## src/rtl/regfile_write_queue.sv

```systemverilog
// regfile_write_queue: in-order write buffer in front of the 4x8 register file.
// Queues datapath writes, drives the file's single write port from the head
// entry, and forwards the newest queued value of a register to both read ports.
// Optional feature macro: REGFILE_WQ_COALESCE_EN merges a push that targets the
// same register as the tail entry into that entry instead of allocating a new one.
//
// Handshake: a request transfers on a rising edge where wr_valid && wr_ready;
// wr_ready never looks at wr_valid, and wr_valid may be raised regardless of wr_ready.
// The write port has no backpressure: write_bit=1 means the head commits at this edge.
module regfile_write_queue #(
  parameter int DEPTH  = 4,
  parameter int DATA_W = 8,
  parameter int SEL_W  = 2
) (
  input  logic                     CLK,
  input  logic                     areset,
  input  logic                     wr_valid,
  output logic                     wr_ready,
  input  logic [SEL_W-1:0]         wr_sel,
  input  logic [DATA_W-1:0]        wr_data,
  input  logic                     drain_en,
  output logic                     write_bit,
  output logic [SEL_W-1:0]         selector_e,
  output logic [DATA_W-1:0]        data_in,
  input  logic [SEL_W-1:0]         rd_sel_a,
  input  logic [SEL_W-1:0]         rd_sel_b,
  input  logic [DATA_W-1:0]        rf_data_a,
  input  logic [DATA_W-1:0]        rf_data_b,
  output logic [DATA_W-1:0]        fwd_data_a,
  output logic [DATA_W-1:0]        fwd_data_b,
  output logic [$clog2(DEPTH):0]   level,
  output logic                     empty
);

  localparam int PTR_W = $clog2(DEPTH);
  localparam int LVL_W = PTR_W + 1;

  logic [SEL_W-1:0]  r_sel  [DEPTH];
  logic [DATA_W-1:0] r_data [DEPTH];
  logic [PTR_W-1:0]  r_head;
  logic [PTR_W-1:0]  r_tail;
  logic [LVL_W-1:0]  r_level;

  logic              w_full;
  logic              w_empty;
  logic              w_pop;
  logic              w_push;
  logic              w_alloc;
  logic              w_merge;
  logic              w_coalesce;
  logic [PTR_W-1:0]  w_tail_last;
  logic [DATA_W-1:0] w_fwd_a;
  logic [DATA_W-1:0] w_fwd_b;

  assign w_full      = (r_level == LVL_W'(DEPTH));
  assign w_empty     = (r_level == '0);
  assign w_tail_last = r_tail - 1'b1;

  // Head commits whenever draining is permitted and something is queued.
  assign w_pop = drain_en && !w_empty && !areset;

`ifdef REGFILE_WQ_COALESCE_EN
  // Merge into the tail unless that tail is the lone entry leaving this edge,
  // in which case the write would be lost, so a fresh entry is allocated.
  assign w_coalesce = !w_empty && (r_sel[w_tail_last] == wr_sel) &&
                      !((r_level == LVL_W'(1)) && w_pop);
  assign wr_ready   = !areset && (!w_full || w_coalesce);
`else
  assign w_coalesce = 1'b0;
  assign wr_ready   = !areset && !w_full;
`endif

  assign w_push  = wr_valid && wr_ready;
  assign w_alloc = w_push && !w_coalesce;
  assign w_merge = w_push && w_coalesce;

  // Pointer and occupancy bookkeeping; reset discards every queued entry.
  always_ff @(posedge CLK) begin
    if (areset) begin
      r_head  <= '0;
      r_tail  <= '0;
      r_level <= '0;
    end else begin
      if (w_alloc) r_tail <= r_tail + 1'b1;
      if (w_pop)   r_head <= r_head + 1'b1;
      case ({w_alloc, w_pop})
        2'b10:   r_level <= r_level + 1'b1;
        2'b01:   r_level <= r_level - 1'b1;
        default: r_level <= r_level;
      endcase
    end
  end

  // Entry storage; contents are only meaningful inside the occupied window.
  always_ff @(posedge CLK) begin
    if (w_alloc) begin
      r_sel[r_tail]  <= wr_sel;
      r_data[r_tail] <= wr_data;
    end
    if (w_merge) begin
      r_data[w_tail_last] <= wr_data;
    end
  end

  // Scan oldest to newest so the youngest matching entry wins; the entry
  // committing this cycle still counts because the file updates at the edge.
  always_comb begin
    w_fwd_a = rf_data_a;
    w_fwd_b = rf_data_b;
    for (int i = 0; i < DEPTH; i++) begin
      if (LVL_W'(i) < r_level) begin
        if (r_sel[r_head + PTR_W'(i)] == rd_sel_a) w_fwd_a = r_data[r_head + PTR_W'(i)];
        if (r_sel[r_head + PTR_W'(i)] == rd_sel_b) w_fwd_b = r_data[r_head + PTR_W'(i)];
      end
    end
  end

  assign write_bit  = w_pop;
  assign selector_e = w_empty ? '0 : r_sel[r_head];
  assign data_in    = w_empty ? '0 : r_data[r_head];
  assign fwd_data_a = w_fwd_a;
  assign fwd_data_b = w_fwd_b;
  assign level      = r_level;
  assign empty      = w_empty;

endmodule

```

## config.mk

```make
export PLATFORM = sky130hd
export DESIGN_NAME = regfile_write_queue
export DESIGN_NICKNAME = d
export VERILOG_FILES = /design/src/rtl/regfile_write_queue.sv
export SDC_FILE = /design/constraint.sdc
export NUM_CORES = 1
export LEC_CHECK = 0
export CORE_ASPECT_RATIO = 0.9
export CORE_MARGIN = 2
export CORE_UTILIZATION = 53
export CTS_CLUSTER_SIZE = 14
export DETAILED_ROUTE_END_ITERATION = 8
export HOLD_SLACK_MARGIN = 0.15
export PLACE_DENSITY = 0.81
export RECOVER_POWER = 25
export SKIP_CTS_REPAIR_TIMING = 1
export SYNTH_ARGS = -nofsm -noshare
export SYNTH_HDL_FRONTEND = slang
export SYNTH_SLANG_ARGS = --single-unit
```

## constraint.sdc

```tcl
create_clock -name CLK -period 3.81 [get_ports CLK]
set_input_delay 0.9525 -clock CLK [delete_from_list [all_inputs] [get_ports CLK]]
set_output_delay 0.9525 -clock CLK [all_outputs]
set_load 0.01 [all_outputs]
```

Word-level counts from Yosys, hierarchy flattened. Memory sizes are Yosys's and may differ from the RTL's. A register that Yosys moved wholly into a read port is not among the register bits. Cells that the tools add are included.

Register bits: 7. RAM bits: 40. Input bits: 34. Output and inout port bits: 32. Memories kept: 2.

Memory list: r_data (words 4, width 8, read ports 4, clocked after memory_dff 1, write ports 1, RTL line 39) `logic [DATA_W-1:0] r_data [DEPTH];`; r_sel (words 4, width 2, read ports 4, clocked after memory_dff 1, write ports 1, RTL line 38) `logic [SEL_W-1:0] r_sel [DEPTH];`.

Add/sub/neg operators: 6. Magnitude comparators: 4. Eq/ne operators: 11. Muxes and demuxes: 25. Reduce and logical (&&, ||, !) cells: 9.

Operators with widths (count): 8-bit 2-to-1 mux (17); 2-bit == test (8); 2-bit 2-to-1 mux (5); 1-bit by 3-bit less-than comparator with 1-bit output, first input constant (2); 2-bit by 3-bit less-than comparator with 1-bit output, first input constant (2); 3-bit case mux with 2 select lines (1); 2-bit by 1-bit adder with 2-bit output, second input constant (2); 2-bit adder, second input constant (2); 1-bit logical AND (4); 3-bit by 1-bit adder with 3-bit output, second input constant (1); 3-bit == test, second input constant (1); 1-bit logical NOT (3); 3-bit logical NOT (1); 3-bit by 1-bit subtractor with 3-bit output, second input constant (1); 2-bit by 1-bit == test with 1-bit output, second input constant (1); 2-bit == test, second input constant (1); 1-bit 2-to-1 mux (2); 2-bit nonzero test (1).

Longest topological paths before layout. Gate-level depths: netlist of run 1.

Depth in word-level cells: 9. Mapped depth: 9. Gate-level depth less buffers: 9.

Worst setup path after synthesis of run 1. No wires, ideal clock.

Kind: register to output. Start: register r_head[1]. End: output port fwd_data_a[6]. Arrival: 2.166 ns. Required time: 2.858 ns. Slack: 0.692 ns. Cell stages (with the launch flop): 9. Buffers on the path: 3. Path through: dfxtp_1 -> buf_4 -> mux4_2 -> xnor2_1 -> and3_1 -> buf_2 -> buf_2 -> a211o_1 -> o221ai_1.

Longest elaborated chain between the ends: 9. Elaborated cells on any way between the ends: 14. Classes of those cells: 3 x add/sub; 3 x eq/ne; 6 x mux; 2 x memory.

RTL lines: from (decl) (RTL line 40) `logic [PTR_W-1:0] r_head;`; from (signal assigned) (RTL line 85) `if (w_pop) r_head <= r_head + 1'b1;`; 2-bit by 1-bit adder with 2-bit output (RTL line 112) `if (r_sel[r_head + PTR_W'(i)] == rd_sel_a) w_fwd_a = r_data[r_head + PTR_W'(i)];`; memory 4 x 2 bit; 2-bit == test (RTL line 112); 8-bit 2-to-1 mux (RTL line 112); 8-bit 2-to-1 mux (RTL line 111) `if (LVL_W'(i) < r_level) begin`; 8-bit 2-to-1 mux (RTL line 112); 8-bit 2-to-1 mux (RTL line 111); 8-bit 2-to-1 mux (RTL line 112); 8-bit 2-to-1 mux (*) (RTL line 111); to (decl) (RTL line 29) `output logic [DATA_W-1:0] fwd_data_a,`.

Every way passes the cells marked *; elsewhere a longest branch is shown, timed or not.

Worst setup path in the final report of run 1.
Start: input port rd_sel_a[1]. End: output port fwd_data_a[7].

Longest elaborated chain between the ends: 9. Elaborated cells on any way between the ends: 12. Classes of those cells: 4 x eq/ne; 8 x mux.

RTL lines: from (decl) (RTL line 25) `input logic [SEL_W-1:0] rd_sel_a,`; 2-bit == test (RTL line 112); 8-bit 2-to-1 mux (RTL line 112); 8-bit 2-to-1 mux (RTL line 111); 8-bit 2-to-1 mux (RTL line 112); 8-bit 2-to-1 mux (RTL line 111); 8-bit 2-to-1 mux (RTL line 112); 8-bit 2-to-1 mux (RTL line 111); 8-bit 2-to-1 mux (RTL line 112); 8-bit 2-to-1 mux (*) (RTL line 111).

Marks and branches as above.

==> summary.txt, run 1 <==
Outcome
  – Run status: complete, no violations

Global route
  – First-pass GRT wire length: 14140 um
  – Vias in the first global route: 2765
  – Congestion Overflow GR: 0
  – Largest net degree at the start of global routing: 41
  – Initial antenna violation count: 0
  – GRT Total Usage: 24.05%

Synth
  – Post-synthesis instance area: 0.003603 mm2
  – Syn_area_per_cell: 10.79 um2
  – Mux share of post-synthesis cell area: 23.47%
  – Syn Nets: 377
  – Seq cells post-synth: 49
  – Yosys Warn Count: 0
  – Simple-gate share of the synthesized area: 10.56%
  – Number of library cell types mapped by synthesis: 34
  – Synth Area in Compound Gates: 15.07%
  – Post-synthesis adder-cell area fraction: about 3.1%
  – Synth Instances: 334
  – Main combinational cell family by area after synthesis: multiplexers
  – Post-Synth XOR/XNOR Area: 5.104%
  – Post-synthesis sequential area ratio: 38.33%

Drt
  – Vias per cell: 6.010
  – Drt first-iter violations: 213
  – DRC: 0
  – DR vias: between 2k and 3k
  – Drt pass-1 iters: 4
  – Final wirelength: 9276 um
  – Drt wl/cell: about 19 um
  – Post-route ant nets: 0

Clock tree
  – Root Buffer: clkbuf_8
  – Clock tree buffer depth: 2
  – Clock-pin slew on the worst setup and hold paths: 0.08 ns
  – TritonCTS buffer count: 5
  – Clock Latency Late Sink: 0.29 ns
  – CTS tree: yes
  – Sink Count: 49
  – H-tree Lvls: 2

Die
  – Core Region: 0.006586 mm2
  – Die X: 90.92 um
  – FP Rows: 28
  – IO Pins: 66
  – Initial Util: 54.71%
  – Die H: 82.23 um
  – DIE AREA: between 0.007 and 0.008 mm2

Placement
  – GP Congestion: around 0.89
  – Post-place instance area: 0.004424 mm2
  – Port bufs: 65
  – Pre-CTS setup slack: -0.3399 ns
  – DP HPWL: roughly 7000 um

Critical path
  – Req. time, crit path: 2.86 ns
  – Setup Crit Path Kind: in2out
  – Worst EP arrival: 2.79 ns
  – CP endpoint kind: output pin
  – Worst setup SP type: input pin
  – Critical path fanouts, max: 13

Final layout
  – Fill count: 482
  – Most frequent cells in the layout: 47 x mux2i_1, 40 x edfxtp_1, 38 x clkdlybuf4s50_1, 30 x nor2_1, 26 x nand2_1
  – Area Growth Syn to Fin: 28.85%
  – Ant diodes: 0
  – Layout cells sized above 1: 18.07%
  – Fin area: 0.004643 mm2
  – Commonest non-fill, non-tap cell in the layout: mux2i_1
  – Final nets: 446

Power
  – Final Total Pwr: 1703 uW
  – IR Drop Worst-Case VDD: around 0.24 mV
  – Cell area power density: 366.8 mW/mm2
  – LEAKAGE: 0.001814 uW

STA
  – Worst Max-Slew Pin Slew: 0.5534 ns
  – Pins Over Slew Limit: 0
  – Max-slew headroom: approximately 63%
  – Setup_tns: 0 ns
  – Layout Skew: 0.009447 ns
  – Final Setup Violations: 0
  – Final worst-path cycle share: 98.25%
  – Fin crit period: 3.743 ns
  – Hold WS: 0.5542 ns
  – Fmax: 267.1 MHz
  – Final hold vios: 0
  – Smallest setup slack after layout: 0.06661 ns

Hold path
  – Hold Path Class: reg2reg

Run
  – # Max-Cap Violations: 0
-- power by group --
part           switching [uW]  internal (uW)  leakage (uW)
clock                     154            127     0.0000450
sequential               32.7            605      0.000439
combinational             397            387       0.00133
-- cell usage after synthesis, drive strengths merged --
master   n  area (um2)
o21ai    9       45.04
clkinv   1       3.750
or3      3       18.77
inv      5       18.77
nand2   26       97.59
and2     4       26.28
mux2i   47       470.5
nand2b   3       18.77
o221ai  16       140.1
a221oi  16       140.1
xor2    12       105.1
nand3    1       5.000
mux4     9       206.5
dfxtp    9       180.2
nor2    32       120.1
and3     8       50.05
nor3     3       37.53
a211oi   1       7.510
mux2    15       168.9
a211o   16       140.1
o21bai   1       7.510
buf     12       81.33
nor2b    1       6.260
clkbuf  14       52.55
xnor2    9       78.83
edfxtp  40        1201
ha       9       112.6
o31ai    1       7.510
a21oi   11       55.05
-- layout make-up --
class / instances / area, um2 / share of cell area [%]
clock inverter: 2 / 10.01 / 0.2156
inverter: 6 / 22.52 / 0.4850
timing repair buffer: 88 / 895.9 / 19.29
tap: 90 / 112.6 / 2.425
multi-input combinational: 253 / 2142 / 46.13
clock buffer: 6 / 72.57 / 1.563
sequential: 49 / 1388 / 29.88
-- cells by family (layout without fill, tap and decap cells) --
logic type | after synthesis | after routing
xor+xnor | 21 | 21
fa+ha+maj | 9 | 9
compound gates | 71 | 71
buf+inv | 32 | 102
simple gates | 81 | 81
flops | 49 | 49
mux | 71 | 71
-- worst max-delay path: stages --
cell and delay, ns:
clkdlybuf4s50_1 0.45, buf_4 0.17, xnor2_1 0.11, and3_1 0.22, buf_12 0.16, a211o_1 0.27
o221ai_1 0.24, dlymetal6s2s_1 0.21
-- flip-flops by register name, summed over array words and instances, names as in the netlist, named ones only --
name and count:
r_data 32, r_sel 8, r_head 2, level 3, r_tail 2
-- per-stage QoR --
step,cells,utilization [%]
floorplan,334,-
global placement,485,67.17
global route,494,70.50
detailed placement,485,67.17
finish,494,70.50
CTS,493,68.43
-- routing by layer --
metal | GRT usage, % | vias up | routed length (um)
met2 | 40.07 | 113 | 4275
met5 | 0 | - | 0
met1 | 33.31 | 1426 | 4218
met4 | 5.303 | 0 | 74
met3 | 4.537 | 7 | 707
li1 | - | 1423 | -
-- final timing paths --
path / start / cells past startpoint / end / slack [ns]
max: rd_sel_a[1] / 8 / fwd_data_a[7] / 0.07
max reg2reg: level[0] / 8 / level[2] / 1.29
min reg2reg: r_tail[1] / 2 / r_tail[1] / 0.55
min: r_tail[1] / 2 / r_tail[1] / 0.55
No activity file was read; power rests on OpenSTA's default activity.
==> inputs of run 2 (changes only) <==
--- a/config.mk
+++ b/config.mk
@@ -7,11 +7,11 @@
 export LEC_CHECK = 0
 export CORE_ASPECT_RATIO = 0.9
 export CORE_MARGIN = 2
-export CORE_UTILIZATION = 53
+export CORE_UTILIZATION = 43
 export CTS_CLUSTER_SIZE = 14
 export DETAILED_ROUTE_END_ITERATION = 8
 export HOLD_SLACK_MARGIN = 0.15
-export PLACE_DENSITY = 0.81
+export PLACE_DENSITY = 0.68
 export RECOVER_POWER = 25
 export SKIP_CTS_REPAIR_TIMING = 1
 export SYNTH_ARGS = -nofsm -noshare
==> summary.txt, run 2 (synthesis gave the netlist of run 1 again) <==
Global route
  – Congestion Overflow GR: 0
  – Initial antenna violation count: 0
  – First-pass GRT wire length: ~14000 um
  – GRT Total Usage: around a fifth
  – Vias in the first global route: between 2k and 3k
  – Largest net degree at the start of global routing: 41

Power
  – Logic pwr share: 44.5%
  – Sw Ratio: between 30% and 40%
  – LEAKAGE: 0.001815 uW
  – Clock share of power: 19.7%
  – Int Pwr: around 1200 uW
  – IR Drop Worst-Case VDD: 0.2432 mV
  – Final Total Pwr: 1778 uW
  – Cell area power density: 378.9 mW/mm2
  – Psw: approximately 590 uW
  – Reg power frac: 35.7%

Critical path
  – R2R Setup Slk: 1.39 ns
  – Origin of the critical flop-to-flop path: level[0]
  – Largest stage delay, worst path: 0.47 ns
  – Slowest CP cell: clkdlybuf4s50_1
  – CP endpoint kind: output pin
  – Req. time, crit path: 2.86 ns
  – Cell Chain, Critical Path: clkdlybuf4s50_1, xor2_1, or3_4, a221oi_1, o221ai_1, dlymetal6s2s_1
  – Setup Crit Path Kind: in2out
  – R2R depth: 8
  – Worst EP arrival: 2.75 ns
  – Worst Setup EP: fwd_data_a[6]
  – Critical path fanouts, max: 8
  – Worst Setup SP: rd_sel_a[1]
  – Worst r2r dst: level[2]
  – Worst setup SP type: input pin

STA
  – Worst Max-Slew Pin Slew: around 0.53 ns
  – Final hold vios: 0
  – RSZ-0062 raised after global routing: false
  – Fmax: 269.8 MHz
  – Fin crit period: 3.707 ns
  – Hold WS: 0.5595 ns
  – Layout Skew: 0.01007 ns
  – Max-slew headroom: around 64%
  – Final worst-path cycle share: 97.29%
  – Pins Over Slew Limit: 0
  – Smallest setup slack after layout: 0.1031 ns
  – Final Setup Violations: 0

Placement
  – Pre-CTS setup slack: -0.3507 ns
  – GP Congestion: 0.8223
  – Port bufs: 65
  – Post-place instance area: 0.004423 mm2
  – DP HPWL: 7090 um

Run
  – # Max-Cap Violations: 0

Final layout
  – Max FFs per register: 32
  – Final nets: between 400 and 500
  – Area Growth Syn to Fin: 30.21%
  – Most frequent cells in the layout: 47 x mux2i_1, 40 x edfxtp_1, 38 x clkdlybuf4s50_1, 30 x nor2_1, 26 x nand2_1
  – Commonest non-fill, non-tap cell in the layout: mux2i_1
  – Largest Register: r_data
  – Ant diodes: 0
  – Fin area: 0.004692 mm2
  – Layout cells sized above 1: 18.97%

Hold path
  – Hold Path Class: reg2reg

Outcome
  – Run status: complete, no violations

Clock tree
  – Clock-pin slew on the worst setup and hold paths: 0.09 ns
  – Root Buffer: clkbuf_8
  – H-tree Lvls: 2
  – Sink Count: 49
  – Clock Latency Late Sink: 0.29 ns
  – CTS tree: yes
  – TritonCTS buffer count: 5
  – Clock tree buffer depth: 2

Die
  – Die X: 100.5 um
  – DIE AREA: 0.009129 mm2
  – Initial Util: between 40% and 50%
  – Die H: 90.85 um
  – Core Region: 0.008107 mm2
  – IO Pins: 66
  – FP Rows: 31

Drt
  – Drt first-iter violations: 139
  – Drt wl/cell: 18.16 um
  – Final wirelength: 9172 um
  – DR vias: 2910
  – Vias per cell: 5.762
  – Post-route ant nets: 0
  – Drt pass-1 iters: 6
  – DRC: 0
[run 2: changes by cell type in the layout (fill, tap and decap cells not counted), sizes merged]
cell	previous run	this run
dlymetal6s2s	19	18
clkinvlp	0	1
buf	23	25
clkinv	3	2
bufinv	0	1
[run 2: cell type report]
| cell class | count | area [um2] |
|---|---|---|
| Sequential cell | 49 | 1386 |
| Fill cell | 683 | 3415 |
| Timing Repair Buffer | 90 | 890.9 |
| Clock inverter | 3 | 41.29 |
| Clock buffer | 5 | 68.82 |
| Multi-Input combinational cell | 253 | 2158 |
| Inverter | 6 | 22.52 |
| Tap cell | 99 | 123.9 |
[run 2: worst min path at each step]
stage / from / endpoint / slack (ns) / cells after the start
after global routing: r_tail[1] / r_tail[1] / 0.61 / 2
after global placement: r_tail[1] / r_tail[1] / 0.54 / 2
after floorplan: r_tail[1] / r_tail[1] / 0.51 / 2
final: r_tail[1] / r_tail[1] / 0.56 / 2
after detailed placement: r_tail[1] / r_tail[1] / 0.55 / 2
after CTS: r_tail[1] / r_tail[1] / 0.57 / 2
[run 2: stage by stage]
stage / utilization [%] / cells / setup TNS (ns)
after floorplan: - / 334 / 0
after global placement: 54.56 / 494 / -5.048
after CTS: 55.92 / 502 / -5.101
final: 57.88 / 505 / 0
after global routing: 57.88 / 505 / 0
after detailed placement: 54.56 / 494 / -5.054
[run 2: metal layers]
layer	global-route usage (%)	share of wire, %
met5	0	0
met4	5.708	1.3
met3	2.554	4.6
met2	32.21	47
met1	28.77	47
[run 2: worst max-delay path: cells and delay by family]
| kind | cells | cell delay, ns |
|---|---|---|
| AO/OA/AOI/OAI | 2 | 0.50 |
| XOR/XNOR | 1 | 0.21 |
| buffers and inverters | 2 | 0.68 |
| AND/OR/NAND/NOR | 1 | 0.41 |
[run 2: power by group through the flow]
| stage | Clock [uW] | Sequential (uW) | Combinational [uW] |
|---|---|---|---|
| 2_1_floorplan | 0 | 634 | 463 |
| 3_3_place_gp | 0 | 644 | 757 |
| 3_5_place_dp | 0 | 646 | 764 |
| 4_1_cts | 358 | 634 | 767 |
| 5_1_grt | 375 | 640 | 849 |
| 6_report | 351 | 635 | 792 |
==> inputs of run 3 (changes only) <==
--- a/config.mk
+++ b/config.mk
@@ -5,13 +5,14 @@
 export SDC_FILE = /design/constraint.sdc
 export NUM_CORES = 1
 export LEC_CHECK = 0
+export CAP_MARGIN = 40
 export CORE_ASPECT_RATIO = 0.9
-export CORE_MARGIN = 2
+export CORE_MARGIN = 10
 export CORE_UTILIZATION = 43
 export CTS_CLUSTER_SIZE = 14
 export DETAILED_ROUTE_END_ITERATION = 8
 export HOLD_SLACK_MARGIN = 0.15
-export PLACE_DENSITY = 0.68
+export PLACE_DENSITY = 0.7
 export RECOVER_POWER = 25
 export SKIP_CTS_REPAIR_TIMING = 1
 export SYNTH_ARGS = -nofsm -noshare
==> constraint.sdc (replaced) <==
create_clock -name CLK -period 3.23 [get_ports CLK]
set_input_delay 0.8075 -clock CLK [delete_from_list [all_inputs] [get_ports CLK]]
set_output_delay 0.8075 -clock CLK [all_outputs]
set_load 0.01 [all_outputs]
==> summary.txt, run 3 (synthesis gave the netlist of run 1 again) <==
Outcome
  – Run status: finished with violations
  – Failing checks: negative setup slack

Global route
  – Met3 usage: 2.453%
  – Initial antenna violation count: 0
  – Met1 usage: 21.60%
  – Met2 usage: 26.04%
  – Congestion Overflow GR: 0
  – GRT Max-Usage Layer: met2
  – First-pass GRT wire length: 15960 um
  – GRT Total Usage: 15.98%
  – Vias in the first global route: 3015
  – Largest net degree at the start of global routing: 41

Drt
  – DRC: 0
  – DR vias: 3009
  – Drt wl/cell: 19.19 um
  – Vias per cell: 5.699
  – Drt pass-1 iters: 5
  – Post-route ant nets: 0
  – Final wirelength: 10130 um
  – Drt first-iter violations: 150

Final layout
  – Finished Core Util: 60.36%
  – Fin area: slightly below 0.005 mm2
  – Largest Register: r_data
  – Area Growth Syn to Fin: 35.80%
  – Max FFs per register: 32
  – Most frequent cells in the layout: 47 x mux2i_1, 46 x buf_4, 40 x edfxtp_1, 38 x clkdlybuf4s50_1, 30 x nor2_1
  – Layout cells sized above 1: 31.00%
  – Commonest non-fill, non-tap cell in the layout: mux2i_1
  – Final nets: 471
  – Ant diodes: 0

Critical path
  – Crit-path leading delay family: multiplexers
  – Critical path fanouts, max: 8
  – Worst setup SP type: flip-flop
  – Setup Crit Path Kind: reg2out
  – Largest stage delay, worst path: 0.56 ns
  – Slowest CP cell: mux4_2
  – Req. time, crit path: approximately 2.4 ns
  – CP bufs+invs: 1
  – CP endpoint kind: output pin
  – Worst EP arrival: 2.63 ns
  – Cell Chain, Critical Path: mux4_2, xor2_2, or3_4, a221oi_2, o221ai_2, buf_2

Run
  – # Max-Cap Violations: 0

Clock tree
  – Clock Latency Late Sink: 0.30 ns
  – TritonCTS buffer count: 5
  – Root Buffer: clkbuf_8
  – H-tree Lvls: 2
  – Clock tree buffer depth: 2
  – Clock-pin slew on the worst setup and hold paths: 0.09 ns
  – Sink Count: 49
  – CTS tree: yes

STA
  – Final worst-path cycle share: 106.6%
  – Final hold vios: 0
  – Fin crit period: 3.442 ns
  – Final Setup Violations: 16
  – Worst Max-Slew Pin Slew: roughly 0.61 ns
  – Max-slew headroom: 59.44%
  – Layout Skew: 0.008704 ns
  – Fmax: slightly below 300 MHz
  – RSZ-0062 raised after global routing: true
  – Pins Over Slew Limit: 0
  – Smallest setup slack after layout: -0.2118 ns

Placement
  – DP HPWL: between 7000 and 8000 um
  – GP Congestion: 0.8964
  – Port bufs: 65
  – Post-place instance area: 0.004616 mm2

Power
  – IR Drop Worst-Case VDD: 0.3163 mV
  – Cell area power density: about 440 mW/mm2
  – LEAKAGE: between 0.0015 and 0.002 uW

Die
  – Die X: 116.5 um
  – Initial Util: between 40% and 50%
  – FP Rows: 31
  – Core Region: 0.008107 mm2
  – IO Pins: 66
  – Die H: 106.8 um
  – DIE AREA: 0.01245 mm2

Hold path
  – Hold Path Class: reg2reg
-- run 3: cell types whose count changed in the layout (fill, tap and decap cells not counted), sizes merged --
cell	previous run	this run
inv	5	6
clkinv	2	0
bufinv	1	0
clkinvlp	1	2
buf	25	55
dlymetal6s2s	18	5
dlygate4sd3	8	7
clkbuf	6	14
-- run 3: metal layers --
| metal | up-vias | wire length [um] |
|---|---|---|
| li1 | 1471 | - |
| met1 | 1453 | 4731 |
| met2 | 77 | 4718 |
| met3 | 8 | 580 |
| met4 | 0 | 102 |
| met5 | - | 0 |
-- run 3: metrics by stage --
step / setup WS (ns) / hold slack, ns / cells / power, uW / setup TNS [ns]
final: -0.2118 / 0.5533 / 528 / 2132 / -2.085
after global placement: -0.6863 / 0.5365 / 518 / 1730 / -9.563
after CTS: -0.7470 / 0.5605 / 526 / 2092 / -10.44
after detailed placement: -0.6950 / 0.5431 / 518 / 1741 / -9.810
after floorplan: 0.2567 / 0.5063 / 334 / 1294 / 0
after global routing: -0.2523 / 0.5780 / 528 / 2247 / -3.400
-- run 3: path summary, 6_finish.rpt --
path	startpoint	end	slack, ns	cells past startpoint
worst max-delay path	r_sel[3][1]	fwd_data_b[7]	-0.21	6
worst min-delay path	r_tail[1]	r_tail[1]	0.55	2
worst max register to register	level[1]	level[2]	0.78	10
worst min register to register	r_tail[1]	r_tail[1]	0.55	2
-- run 3: cell type report --
class                   count  area, um2
well taps                  99      123.9
repair buffers            113      973.4
fillers                   672       3213
flip-flops and latches     49       1388
clock inverters             2      13.76
clock buffers               6      72.57
inverters                   6      26.28
multi-input cells         253       2296
-- run 3: worst reg2reg max path: cells and delay by family (launching register included) --
kind / cells / cell delay, ns
simple gates: 2 / 0.58
fa+ha+maj: 2 / 0.53
buf+inv: 4 / 0.47
flops: 1 / 0.43
compound gates: 2 / 0.36
-- run 3: where the power goes --
part | switching [uW] | total [uW] | internal, uW
logic | 539 | 1030 | 492
clock network | 202 | 355 | 153
registers | 30.9 | 745 | 714
